==> src/rtl/fm_freeze_ctrl.sv <==
// Spybuffer freeze controller: arm -> trigger -> post-trigger countdown -> freeze + round-robin readout.
// Optional FM_FREEZE_TRIG_CNT_EN adds a saturating accepted-trigger counter; release is a reserved word, so the pulse is release_req.
module fm_freeze_ctrl #(
  parameter int TOTAL_SB = 8,
  parameter int POST_W   = 10
) (
  input  logic                clk_hs,
  input  logic                rst_hs_n,
  input  logic                arm,
  input  logic                release_req,
  input  logic                sw_trig,
  input  logic [TOTAL_SB-1:0] ext_trig,
  input  logic [POST_W-1:0]   post_len,
  input  logic [TOTAL_SB-1:0] rd_req,
  input  logic                rd_done,
  output logic [TOTAL_SB-1:0] freeze,
  output logic [TOTAL_SB-1:0] rd_gnt,
  output logic [TOTAL_SB-1:0] trig_src,
  output logic [1:0]          state
`ifdef FM_FREEZE_TRIG_CNT_EN
  ,
  output logic [15:0]         trig_count
`endif
);

  localparam int PW = (TOTAL_SB > 1) ? $clog2(TOTAL_SB) : 1;

  typedef enum logic [1:0] {S_IDLE = 2'd0, S_ARMED = 2'd1, S_POST = 2'd2, S_FROZEN = 2'd3} state_t;

  state_t              cur, nxt;
  logic [POST_W-1:0]   cnt;
  logic [PW-1:0]       ptr;
  logic                trig, rel;
  logic [TOTAL_SB-1:0] pick;
  logic [PW-1:0]       pick_idx;
  logic                pick_vld;
  logic [PW:0]         sum;

  assign trig  = sw_trig | (|ext_trig);
  assign rel   = release_req & (cur != S_IDLE);
  assign state = cur;

  always_ff @(posedge clk_hs or negedge rst_hs_n) begin
    if (!rst_hs_n) cur <= S_IDLE;
    else           cur <= nxt;
  end

  always_comb begin
    nxt = cur;
    if (rel) nxt = S_IDLE;
    else begin
      case (cur)
        S_IDLE:   if (arm) nxt = S_ARMED;
        S_ARMED:  if (trig) nxt = S_POST;
        S_POST:   if (cnt == '0) nxt = S_FROZEN;
        default:  nxt = cur;
      endcase
    end
  end

  // Round-robin search starts one past the last granted index.
  always_comb begin
    pick_vld = 1'b0;
    pick_idx = ptr;
    sum      = '0;
    for (int i = 1; i <= TOTAL_SB; i++) begin
      sum = {1'b0, ptr} + (PW+1)'(i);
      if (sum >= (PW+1)'(TOTAL_SB)) sum = sum - (PW+1)'(TOTAL_SB);
      if (!pick_vld && rd_req[sum[PW-1:0]]) begin
        pick_vld = 1'b1;
        pick_idx = sum[PW-1:0];
      end
    end
    pick = pick_vld ? (TOTAL_SB'(1) << pick_idx) : '0;
  end

  always_ff @(posedge clk_hs or negedge rst_hs_n) begin
    if (!rst_hs_n) begin
      freeze   <= '0;
      rd_gnt   <= '0;
      trig_src <= '0;
      cnt      <= '0;
      ptr      <= PW'(TOTAL_SB - 1);
    end else if (rel) begin
      freeze   <= '0;
      rd_gnt   <= '0;
      trig_src <= '0;
      cnt      <= '0;
    end else begin
      freeze <= (nxt == S_FROZEN) ? '1 : '0;
      case (cur)
        S_ARMED: if (trig) begin
          trig_src <= ext_trig | {TOTAL_SB{sw_trig}};
          cnt      <= post_len;
        end
        S_POST: if (cnt != '0) cnt <= cnt - POST_W'(1);
        S_FROZEN: begin
          // A live grant is held until rd_done; the drop cycle separates grants.
          if (|rd_gnt) begin
            if (rd_done) rd_gnt <= '0;
          end else if (pick_vld) begin
            rd_gnt <= pick;
            ptr    <= pick_idx;
          end
        end
        default: ;
      endcase
    end
  end

`ifdef FM_FREEZE_TRIG_CNT_EN
  logic [15:0] trig_cnt_q;
  assign trig_count = trig_cnt_q;

  always_ff @(posedge clk_hs or negedge rst_hs_n) begin
    if (!rst_hs_n) trig_cnt_q <= '0;
    else if (cur == S_ARMED && trig && !rel && trig_cnt_q != 16'hFFFF)
      trig_cnt_q <= trig_cnt_q + 16'd1;
  end
`endif

endmodule

==> config.mk <==
export PLATFORM = sky130hd
export DESIGN_NAME = fm_freeze_ctrl
export DESIGN_NICKNAME = d
export VERILOG_FILES = /design/src/rtl/fm_freeze_ctrl.sv
export SDC_FILE = /design/constraint.sdc
export NUM_CORES = 1
export LEC_CHECK = 0
export CORE_ASPECT_RATIO = 1.75
export CORE_MARGIN = 2
export CORE_UTILIZATION = 52
export CTS_CLUSTER_DIAMETER = 30
export DETAILED_ROUTE_END_ITERATION = 8
export PLACE_DENSITY = 0.93
export SYNTH_ARGS = -nofsm -noshare
export SYNTH_HDL_FRONTEND = slang
export SYNTH_SLANG_ARGS = --single-unit
==> constraint.sdc <==
create_clock -name clk_hs -period 4.1 [get_ports clk_hs]
set_input_delay 0.41 -clock clk_hs [delete_from_list [all_inputs] [get_ports clk_hs]]
set_output_delay 0.41 -clock clk_hs [all_outputs]
set_load 0.02 [all_outputs]
==> results.txt, run 1 <==
Counting distinct cell types in the post-synthesis netlist gives 67. The number of max-capacitance violations reported is 0. The global-route wire length before repair is 11900 µm. After the last flow step, the layout net total stands at 375. The category of the worst setup path capture point is a register. The clock tree from TritonCTS is built. The reported leakage power is 1.33 nW.

The overall power consumption is 2.85 mW. The worst register-to-register path ends at rd_gnt[3]. Before antenna repair, the detailed router went through 5 iterations. The worst setup path is of the reg2reg kind. The number of warnings issued by yosys came out at 0. The count of endpoints failing setup in the final report came out at 0. The final cycle utilization of the critical path is 80.3%. Tracing the worst setup path back leads to its startpoint at ptr[0]. The dominant register cell in the synthesized netlist is sky130_fd_sc_hd__dfrtp_1. The number of gates resized after CTS was 0. The remaining antenna violation count after routing is 0. Along the worst path, the maximum fanout reaches 19. The number of placement rows is 34. The gate count of the mapped netlist is 291. The average wire per standard cell came out at 17.7 µm.

Once layout is complete, the utilization of the core stands at 67.3%. The run finished with clean final reports. Setup repair after global routing left no endpoint under its margin.

The floorplan step defined a die boundary enclosing 0.00574 mm². The kind of start point of the critical path is a register. The TritonCTS buffer count came out at 5.

The die width came out at 58.1 µm. The number of antenna diodes in the final layout is 0. The HPWL after detailed placement is 5450 µm. The setup slack on the worst flop-to-flop path is 810 ps. The library cell used most frequently in the layout, excluding fill and tap cells, is sky130_fd_sc_hd__clkdlybuf4s50_1. The worst hold path terminates at trig_src[7]. Each instance of the synthesized netlist takes up on average 9.16 µm². The final global-route overflow total is 0.

The final critical path time including I/O delays and setup came out at 3290 ps. In this run, the number of DRC markers left after iteration 0 of detailed routing was 91. The number of enable flip-flop cells after synthesis is 0. The critical path goes through buf_4 > ha_1 > nor2b_1 > a2111oi_0 > nor4_1 > o311ai_1 > a311o_1 > nand2_1 > a32o_2. The post-synthesis net count is 326. The tightest hold path in the finished design has a slack of 490 ps.

In this run the number of H-tree levels came out at 2. The clock slew at the register clock pins of the worst setup and hold paths is 70 ps. Buffers added to address setup during post-CTS repair amount to 0. The number of antenna violations at the first check in global routing came out at 0. Pin placement for this block handled 58 I/O pins. The number of storage elements in the synthesis netlist is 32. The fraction of layout instances using a drive strength above 1 came out at 13.8%. The routed wire length came out at 6990 µm.

STA puts the critical path data required time at 4280 ps. The max-slew violation total from the final report is 0. The number of port buffers came out at 57.

Along the worst hold path, the cell count comes to 2. The number of hold-slack violations in the final timing report came out at 0. The via count of the first global-routing pass was 2615.

The number of filler instances in the final layout came out at 374. The power density over cell area came out at 859 mW/mm². For this design, the CTS-stage hold fixing added 0 buffers. The path class of the tightest hold or removal check is reg2reg.

The post-synthesis to final-layout area growth is 24.6%. The source-to-sink clock delay at the later pin of the worst-skew pair came out at 290 ps. The total negative slack is 0 ps. The maximum clock frequency came out at 0.304 GHz.

The path depth of the worst reg2reg path came out at 9. The maximum clock skew at final layout came out at 9.48 ps. The startpoint identified for the worst register-to-register timing path is ptr[0]. The starting density of the core came out at 54.0%. IR analysis of the VDD net gives a maximum drop of 0.000657 V.

The vias per cell is 6.46. The total global-route track usage is 26.4%. The share of synthesized area occupied by flip-flops and latches is 30.2%. The floorplan core area is 0.00493 mm². The share of async-settable or async-resettable flops after synthesis came out at 100%. The startpoint identified for the worst hold timing path is trig_src[7]. The data arrival time at the worst-slack endpoint is 3470 ps. The maximum clock insertion buffer count came out at 2. The placer congestion estimate came out at 0.994. In this run the tightest slew margin relative to its limit is 40.1%. The cell at the root of the clock tree is sky130_fd_sc_hd__clkbuf_8.

The detailed-route via count is 2552. The highest cell delay on the worst timing path came out at 530 ps. The post-synth design cell area is 0.00267 mm². The slowest stage of the critical path belongs to the cell sky130_fd_sc_hd__dfstp_2. Clock tree synthesis found a total of 32 sinks. The library cells used most frequently in the layout, excluding fill and tap cells, are sky130_fd_sc_hd__clkdlybuf4s50_1, sky130_fd_sc_hd__nor2_1, sky130_fd_sc_hd__nand2_1. The post-detailed-route DRC marker count is 0.

The transition time at the pin with the least slew margin came out at 895 ps. The overall die height came out at 98.7 µm. The pin count of the biggest net entering global routing came out at 22.
## final cells by class
class	instances	area [µm²]	share of cell area (%)
clock inverter	1	7.51	0.226
sequential	32	805	24.2
inverter	14	52.6	1.58
clock buffer	7	86.3	2.60
tap	54	67.6	2.03
multi-input combinational	225	1690	51.0
timing repair buffer	62	608	18.3
## stage by stage
stage | cells | worst slack, ps | instance area, µm²
final | 395 | 808 | 3320
after global routing | 395 | 649 | 3320
after CTS | 395 | 836 | 3320
after detailed placement | 387 | 840 | 3230
after global placement | 387 | 947 | 3230
after floorplan | 291 | 788 | 2670
## power by group
part	internal (mW)	total, mW	switching [mW]	leakage (nW)
Sequential	0.446	0.567	0.122	0.417
Combinational	0.849	2.03	1.18	0.873
Clock	0.136	0.252	0.116	0.0445
Total	1.43	2.85	1.42	1.33
## critical path, delay by kind of cell, from the launching register on
kind                       cells  cell delay (ps)
and+or+nand+nor                3              410
buffers and inverters          1              270
AOI/OAI and AO/OA              4             1550
adders and majority gates      1              430
DFF                            1              530
## Yosys cell counts (4+ instances only)
library cell / n / area share (%)
sky130_fd_sc_hd__buf_2: 4 / 0.75
sky130_fd_sc_hd__nand2_1: 36 / 5.1
sky130_fd_sc_hd__xnor2_1: 4 / 1.3
sky130_fd_sc_hd__nor3_1: 4 / 0.75
sky130_fd_sc_hd__nor2_1: 38 / 5.4
sky130_fd_sc_hd__clkbuf_1: 8 / 1.1
sky130_fd_sc_hd__inv_1: 13 / 1.8
sky130_fd_sc_hd__or3_1: 4 / 0.94
sky130_fd_sc_hd__a22o_1: 4 / 1.3
sky130_fd_sc_hd__o32ai_1: 4 / 1.3
sky130_fd_sc_hd__a22oi_1: 8 / 2.3
sky130_fd_sc_hd__dfrtp_1: 29 / 27
sky130_fd_sc_hd__o21ai_0: 18 / 3.4
sky130_fd_sc_hd__mux2i_1: 6 / 2.3
sky130_fd_sc_hd__a21oi_1: 7 / 1.3
sky130_fd_sc_hd__a31oi_1: 4 / 0.94
sky130_fd_sc_hd__buf_4: 7 / 2.0
sky130_fd_sc_hd__nor2b_1: 5 / 1.2
sky130_fd_sc_hd__nor4_1: 4 / 0.94
sky130_fd_sc_hd__and2_1: 4 / 0.94
sky130_fd_sc_hd__mux4_2: 8 / 6.8
sky130_fd_sc_hd__mux2_2: 6 / 2.5
## sequential cells by signal, summed over array words and instances, names as in the netlist
name	count
cnt	10
rd_gnt	8
trig_src	8
ptr	3
freeze	1
state	2
## worst max-delay path by stage
stage | end | depth (start not counted)
after CTS | rd_gnt[5] | 9
after floorplan | rd_gnt[0] | 12
after global placement | rd_gnt[7] | 9
after detailed placement | rd_gnt[5] | 9
final | rd_gnt[3] | 9
after global routing | rd_gnt[4] | 9
## metal layers
metal  track usage (%)  part of all wire (%)  up-vias
met1              27.0                    34     1250
met4              13.6                   4.0        0
met5                 0                     0        -
met2              49.8                    58      102
met3              3.28                   4.0       22
li1                  -                     -     1178
## logic make-up after synthesis
kind of cell               share of synthesized area [%]
DFF                                                 30.2
and+or+nand+nor                                     21.6
buffers and inverters                               6.24
muxes                                               15.4
AOI/OAI and AO/OA                                   23.2
xor gates and xnor gates                            1.92
adders and majority gates                           1.41
Power figures use the tool's default switching activity.
==> run 2, diff against run 1 <==
Clock period 4.1 ns to 3.1 ns, I/O delays scaled along.
==> run 2 against run 1 <==
Non-clock buffer count grew 9; cell count grew 2.3%; utilization grew 3.2 points; clock power grew 57%; register-to-register slack lost 800 ps; clock skew shrank 1.4 ps; combinational power grew 50%; largest power group unchanged; highest routed layer unchanged.
==> results.txt, run 2 (synthesis results as in run 1) <==
The run finished with clean final reports. The maximum clock frequency is 0.323 GHz (+6.3%). The transition time at the pin with the least slew margin came to 1110 ps (+215 ps). The via count of the first global-routing pass is 2573 (-1.6%). The detailed-router iteration count before antenna repair came out at 4 (-1). In the layout the commonest cells are sky130_fd_sc_hd__clkdlybuf4s50_1, sky130_fd_sc_hd__nor2_1, sky130_fd_sc_hd__nand2_1.

The cell area after placement came out at 0.00329 mm² (+2.0%). The pin count of the biggest net entering global routing came out at 33 (+50%). The total global-route track usage is 27.2% (+0.77 points).

The number of max-capacitance violations reported was 0 (unchanged). The number of antenna violations at the first check in global routing is 0 (unchanged). The total negative slack is 0 ps (unchanged).

The overall die height came out at 98.7 µm (unchanged). The fraction of layout instances using a drive strength above 1 came out at 18.3% (+4.5 points). The source-to-sink clock delay at the later pin of the worst-skew pair was 290 ps (about the same). The starting density of the core is 54.0% (unchanged).

The number of nets at the end of the flow is 384 (+2.4%). The most frequent standard cell in the layout excluding fill and tap cells is sky130_fd_sc_hd__clkdlybuf4s50_1. The worst setup path is launched from a register.

The routed wire length came out at 7560 µm (+8.2%). The critical path in this run is classified as reg2reg. The global-route wire length before repair came out at 12000 µm (+1.4%).

The number of hold-slack violations in the final timing report came out at 0 (unchanged). TritonCTS built the clock tree. The maximum clock skew at final layout came out at 8.04 ps (-1.44 ps).

The multi-input gate area in the final layout is 0.00176 mm² (+3.8%). The required arrival time at the worst endpoint was 3330 ps (-950 ps). The number of filler instances in the final layout was 350 (-6.4%). The count of boundary I/O pins is 58 (unchanged).

The remaining antenna violation count after routing came to 0 (unchanged). The final global-route overflow total came out at 0 (unchanged). The max-slew headroom at the worst pin is 25.7% (-14 points). The worst IR drop on VDD came to 0.000872 V (+33%). The violation count after the first detailed-routing iteration is 126 (+38%). The post-detailed-route DRC marker count came out at 0 (unchanged).

The worst hold path belongs to the class in2async. The final critical path time including I/O delays and setup is 3100 ps (-196 ps). The post-synthesis to final-layout area growth came out at 30.5%. The total clock sinks came out at 32 (unchanged). The detailed-route via count is 2642 (+3.5%). The TritonCTS buffer count came to 5 (unchanged).

The worst setup path is captured at a register. The finished layout cell area is 0.00348 mm² (+4.7%). The maximum clock insertion buffer count is 2 (unchanged). The power density over cell area came out at 1200 mW/mm² (+40%).

The final core utilization came to 70.5% (+3.2 points). The flip-flop count of the largest register after layout is 10 (unchanged). In the final layout, the registers with the most flip-flops are cnt (10), rd_gnt (8), trig_src (8). The final cycle utilization of the critical path was 99.9% (+20 points). The die width is 58.1 µm (unchanged). The clock slew at the register clock pins of the worst setup and hold paths was 70 ps (about the same). The number of port buffers came out at 57 (unchanged). The die area came out at 0.00574 mm² (unchanged). The average wire per standard cell is 18.7 µm (+5.8%). The floorplan core area is 0.00493 mm² (unchanged). The number of placement rows came out at 34 (unchanged).

The data arrival time at the worst-slack endpoint is 3320 ps (-150 ps). The vias per cell came out at 6.54 (+1.2%). More flip-flops sit in one register than any other, and that register is cnt. The register area is 805 µm² (unchanged).

The cell at the root of the clock tree is sky130_fd_sc_hd__clkbuf_8. The max-slew violation total from the final report is 0 (unchanged). The count of endpoints failing setup in the final report came out at 0 (unchanged).

The largest fanout of any net on the critical path is 18 (-1). The number of H-tree levels came to 2 (unchanged). The HPWL after detailed placement is 5610 µm (+3.0%). The post-cts hold buffer count came out at 0 (unchanged). The reported leakage power came to 1.40 nW (+5.1%). The worst hold slack came to 406 ps (-83.9 ps). The count of antenna diodes in the layout was 0 (unchanged).

The placer congestion estimate came out at 0.984 (-1.0%).
-- run 2: repair_timing --
action	4_1_cts	5_1_grt
cloned	0	0
pin swaps	0	5
setup buffers	1	3
endpoints found under the setup margin	2	9
resized for setup	0	8
-- run 2: metal layers --
metal,up-vias,global-route usage (%),share of wire (%)
met1,1289,28.1,35
met4,0,16.5,3.6
met2,134,49.3,56
met5,-,0,0
met3,23,4.07,5.4
li1,1196,-,-
-- run 2: per-stage QoR --
stage	cells	setup WS (ps)	power [mW]
2_1_floorplan	291	32.3	2.78
3_5_place_dp	392	-18.7	3.53
3_3_place_gp	392	86.1	3.43
5_1_grt	404	-26.2	4.44
4_1_cts	401	1.92	3.96
6_report	404	4.35	4.19
-- run 2: cell type report --
type                       count  share of cell area (%)
timing repair buffer          71                    19.8
multi-input combinational    225                    50.5
clock buffer                   6                    2.09
tap                           54                    1.94
sequential                    32                    23.1
clock inverter                 2                    1.01
inverter                      14                    1.51
-- run 2: final timing paths --
path	slack, ps	endpoint	startpoint	cells after the start
worst max-delay path	4	rd_gnt[2]	ptr[0]	10
worst min-delay path	410	cnt[8]	rst_hs_n	2
worst max register to register	4	rd_gnt[2]	ptr[0]	10
worst min register to register	490	trig_src[0]	trig_src[0]	2
max in group asynchronous	2360	ptr[2]	rst_hs_n	2
min in group clk_hs	490	trig_src[0]	trig_src[0]	2
-- run 2: worst max-delay path, cell delays in order, from the launching register on --
cell	delay, ps
sky130_fd_sc_hd__dfstp_2	580
sky130_fd_sc_hd__buf_12	170
sky130_fd_sc_hd__ha_2	260
sky130_fd_sc_hd__buf_4	150
sky130_fd_sc_hd__xnor2_1	250
sky130_fd_sc_hd__mux2i_1	430
sky130_fd_sc_hd__o21ai_1	150
sky130_fd_sc_hd__nand2_1	110
sky130_fd_sc_hd__a31oi_2	150
sky130_fd_sc_hd__xnor2_1	520
sky130_fd_sc_hd__a32o_2	270
-- run 2: power breakdown --
group / switching, mW / leakage (nW) / internal, mW
Clock: 0.158 / 0.0552 / 0.238
Sequential: 0.155 / 0.417 / 0.590
Combinational: 1.74 / 0.930 / 1.31
==> run 3, diff against run 2 <==
Settings changed: CORE_UTILIZATION 52 to 40, PLACE_DENSITY 0.93 to 0.76.
==> run 3 against run 2 <==
Sequential power is 1% higher; sequential share of layout area is 0.77 points lower; critical endpoint is now rd_gnt[0]; via count is 3.1% lower; combinational power hardly changed.
==> results.txt, run 3 (synthesis results as in run 1) <==
The source-to-sink clock delay at the later pin of the worst-skew pair came out at 280 ps (about the same). The kind of start point of the critical path is a register. The flip-flop count of the largest register after layout came out at 10 (unchanged).

Relative to the synthesized area, the layout overhead comes to 35.0%. The transition time at the pin with the least slew margin is 1110 ps (-5.12 ps). The fraction of layout instances using a drive strength above 1 is 18.8% (+0.46 points).

The data arrival time at the worst-slack endpoint came out at 3150 ps (-170 ps). The classification of the worst-slack hold path is in2async. The die area came to 0.00736 mm² (+28%). The TritonCTS buffer count came out at 5 (unchanged).

The total global-route track usage came to 21.8% (-5.4 points). The number of placement rows is 39 (+15%). The final global-route overflow total came out at 0 (unchanged). The placer congestion estimate is 0.928 (-5.7%). The maximum clock insertion buffer count is 2 (unchanged). The detailed-router iteration count before antenna repair is 6 (+2). The number of port buffers is 57 (unchanged). The count of boundary I/O pins is 58 (unchanged). The overall die height was 112 µm (+13%). The run finished with clean final reports. The post-detailed-route DRC marker count came to 0 (unchanged). The buffering stage count on the worst path with inverters included is 1 (-1). In this run the clock root is driven by a sky130_fd_sc_hd__clkbuf_16. The most frequent standard cell in the layout excluding fill and tap cells is sky130_fd_sc_hd__clkdlybuf4s50_1. The total negative slack came out at 0 ps (unchanged). The maximum clock frequency was 0.333 GHz (+3.2%). The number of antenna violations at the first check in global routing is 0 (unchanged). The pin count of the biggest net entering global routing came out at 33 (unchanged).

The global-route wire length before repair is 12500 µm (+3.6%). The worst slack at placement is -62.1 ps (-43.4 ps). The number of nets at the end of the flow came out at 386 (+0.52%).

The largest fanout of any net on the critical path is 6 (-12). The via count of the first global-routing pass came to 2622 (+1.9%). In the final layout, the registers with the most flip-flops are cnt (10), rd_gnt (8), trig_src (8).

The number of cells after detailed placement came out at 422 (+7.7%). The cell family with the largest share of critical-path delay is simple AND/OR/NAND/NOR gates. The routed wire length was 7790 µm (+3.0%). The worst IR drop on VDD came to 0.000543 V (-38%). In the layout the commonest cells are sky130_fd_sc_hd__clkdlybuf4s50_1, sky130_fd_sc_hd__nor2_1, sky130_fd_sc_hd__nand2_1. The highest cell delay on the worst timing path came out at 580 ps (about the same). The worst-case setup margin in the final layout is 101 ps (+97.1 ps).

The final cell count without fillers came out at 434 (+7.4%). The overall power consumption is 4.32 mW (+3.0%). The max-slew violation total from the final report came to 0 (unchanged). The violation count after the first detailed-routing iteration is 203 (+61%). The required arrival time at the worst endpoint is 3260 ps (-70 ps).

The total clock sinks is 32 (unchanged). The count of endpoints failing setup in the final report is 0 (unchanged). The vias per cell is 5.90 (-9.8%). The final critical path time including I/O delays and setup came out at 3000 ps (-97.1 ps). The max-slew headroom at the worst pin came out at 26.1% (+0.34 points).

The die width came to 65.7 µm (+13%). The final cycle utilization of the critical path came out at 96.7% (-3.1 points). The number of hold-slack violations in the final timing report was 0 (unchanged). The power density over cell area came out at 1200 mW/mm² (-0.39%). The worst setup path is captured at a register. The slowest cell on the critical path is sky130_fd_sc_hd__dfstp_2. The number of H-tree levels came to 2 (unchanged). The top register by number of flip-flops is cnt.

TritonCTS built the clock tree. The floorplan core area is 0.00649 mm² (+32%). The worst setup path is of the reg2reg kind. The number of max-capacitance violations reported is 0 (unchanged). The average wire per standard cell is 17.9 µm (-4.1%). The detailed-route via count is 2561 (-3.1%). The maximum clock skew at final layout came out at 6.48 ps (-1.57 ps). The reported leakage power came out at 1.43 nW (+1.9%). Walking the worst path, the cells encountered are inv_2 > ha_4 > mux4_2 > mux2i_4 > nand4b_4 > or4_4 > o311ai_4 > nor2b_2 > a32o_1.

The count of antenna diodes in the layout is 0 (unchanged). The HPWL after detailed placement was 5740 µm (+2.3%). The clock slew at the register clock pins of the worst setup and hold paths is 50 ps (-20 ps). The starting density of the core was 41.1% (-13 points). The remaining antenna violation count after routing came out at 0 (unchanged).
==> run 3: changes by cell type in the layout (fill, tap and decap cells not counted), sizes merged <==
cell / delta
clkbuf: +2
buf: +1
mux4: +1
bufinv: -1
clkinv: -1
==> run 3: final cells by class <==
| class | instances | area (µm²) |
|---|---|---|
| Sequential cell | 32 | 805 |
| Fill cell | 564 | 2890 |
| Inverter | 14 | 52.6 |
| Timing Repair Buffer | 72 | 696 |
| Tap cell | 82 | 103 |
| Clock buffer | 8 | 146 |
| Multi-Input combinational cell | 226 | 1800 |
==> run 3: metrics by stage <==
step	hold WS, ps	area (µm²)	util (%)
after floorplan	14.4	2690	-
after global placement	472	3340	51.5
after detailed placement	476	3340	51.5
after CTS	442	3500	53.9
after global routing	478	3600	55.4
final	432	3600	55.4
==> run 3: routing by layer <==
| layer | GRT usage, % | share of wire (%) | vias to the layer above |
|---|---|---|---|
| met4 | 13.9 | 3.9 | 0 |
| met5 | 0 | 0 | - |
| met3 | 3.03 | 3.4 | 23 |
| met1 | 21.6 | 34 | 1251 |
| li1 | - | - | 1199 |
| met2 | 40.2 | 59 | 88 |
==> run 3: final timing paths <==
path / from / end / slack, ps / cells after the start
min: rst_hs_n / cnt[6] / 430 / 2
max: ptr[1] / rd_gnt[0] / 100 / 9
min in group clk_hs: trig_src[2] / trig_src[2] / 480 / 2
max in group asynchronous: rst_hs_n / ptr[2] / 2320 / 2
min reg2reg: trig_src[2] / trig_src[2] / 480 / 2
max reg2reg: ptr[1] / rd_gnt[0] / 100 / 9
==> run 3: power breakdown <==
part           internal (mW)  switching (mW)  total [mW]
Clock                  0.320           0.169       0.489
Sequential             0.591           0.162       0.754
Combinational           1.35            1.73        3.08
==> run 3: timing repair <==
item	in CTS	in global routing
endpoints found under the setup margin	9	9
pin swaps	1	3
cloned	0	1
hold buffers	0	0
gates resized for setup	2	11
setup buffers	0	3
==> run 3: worst reg2reg max path, stage by stage, from the launching register on <==
cell and delay [ps]:
sky130_fd_sc_hd__dfstp_2 580, sky130_fd_sc_hd__inv_2 110, sky130_fd_sc_hd__ha_4 330, sky130_fd_sc_hd__mux4_2 400, sky130_fd_sc_hd__mux2i_4 230, sky130_fd_sc_hd__nand4b_4 180
sky130_fd_sc_hd__or4_4 580, sky130_fd_sc_hd__o311ai_4 110, sky130_fd_sc_hd__nor2b_2 110, sky130_fd_sc_hd__a32o_1 240
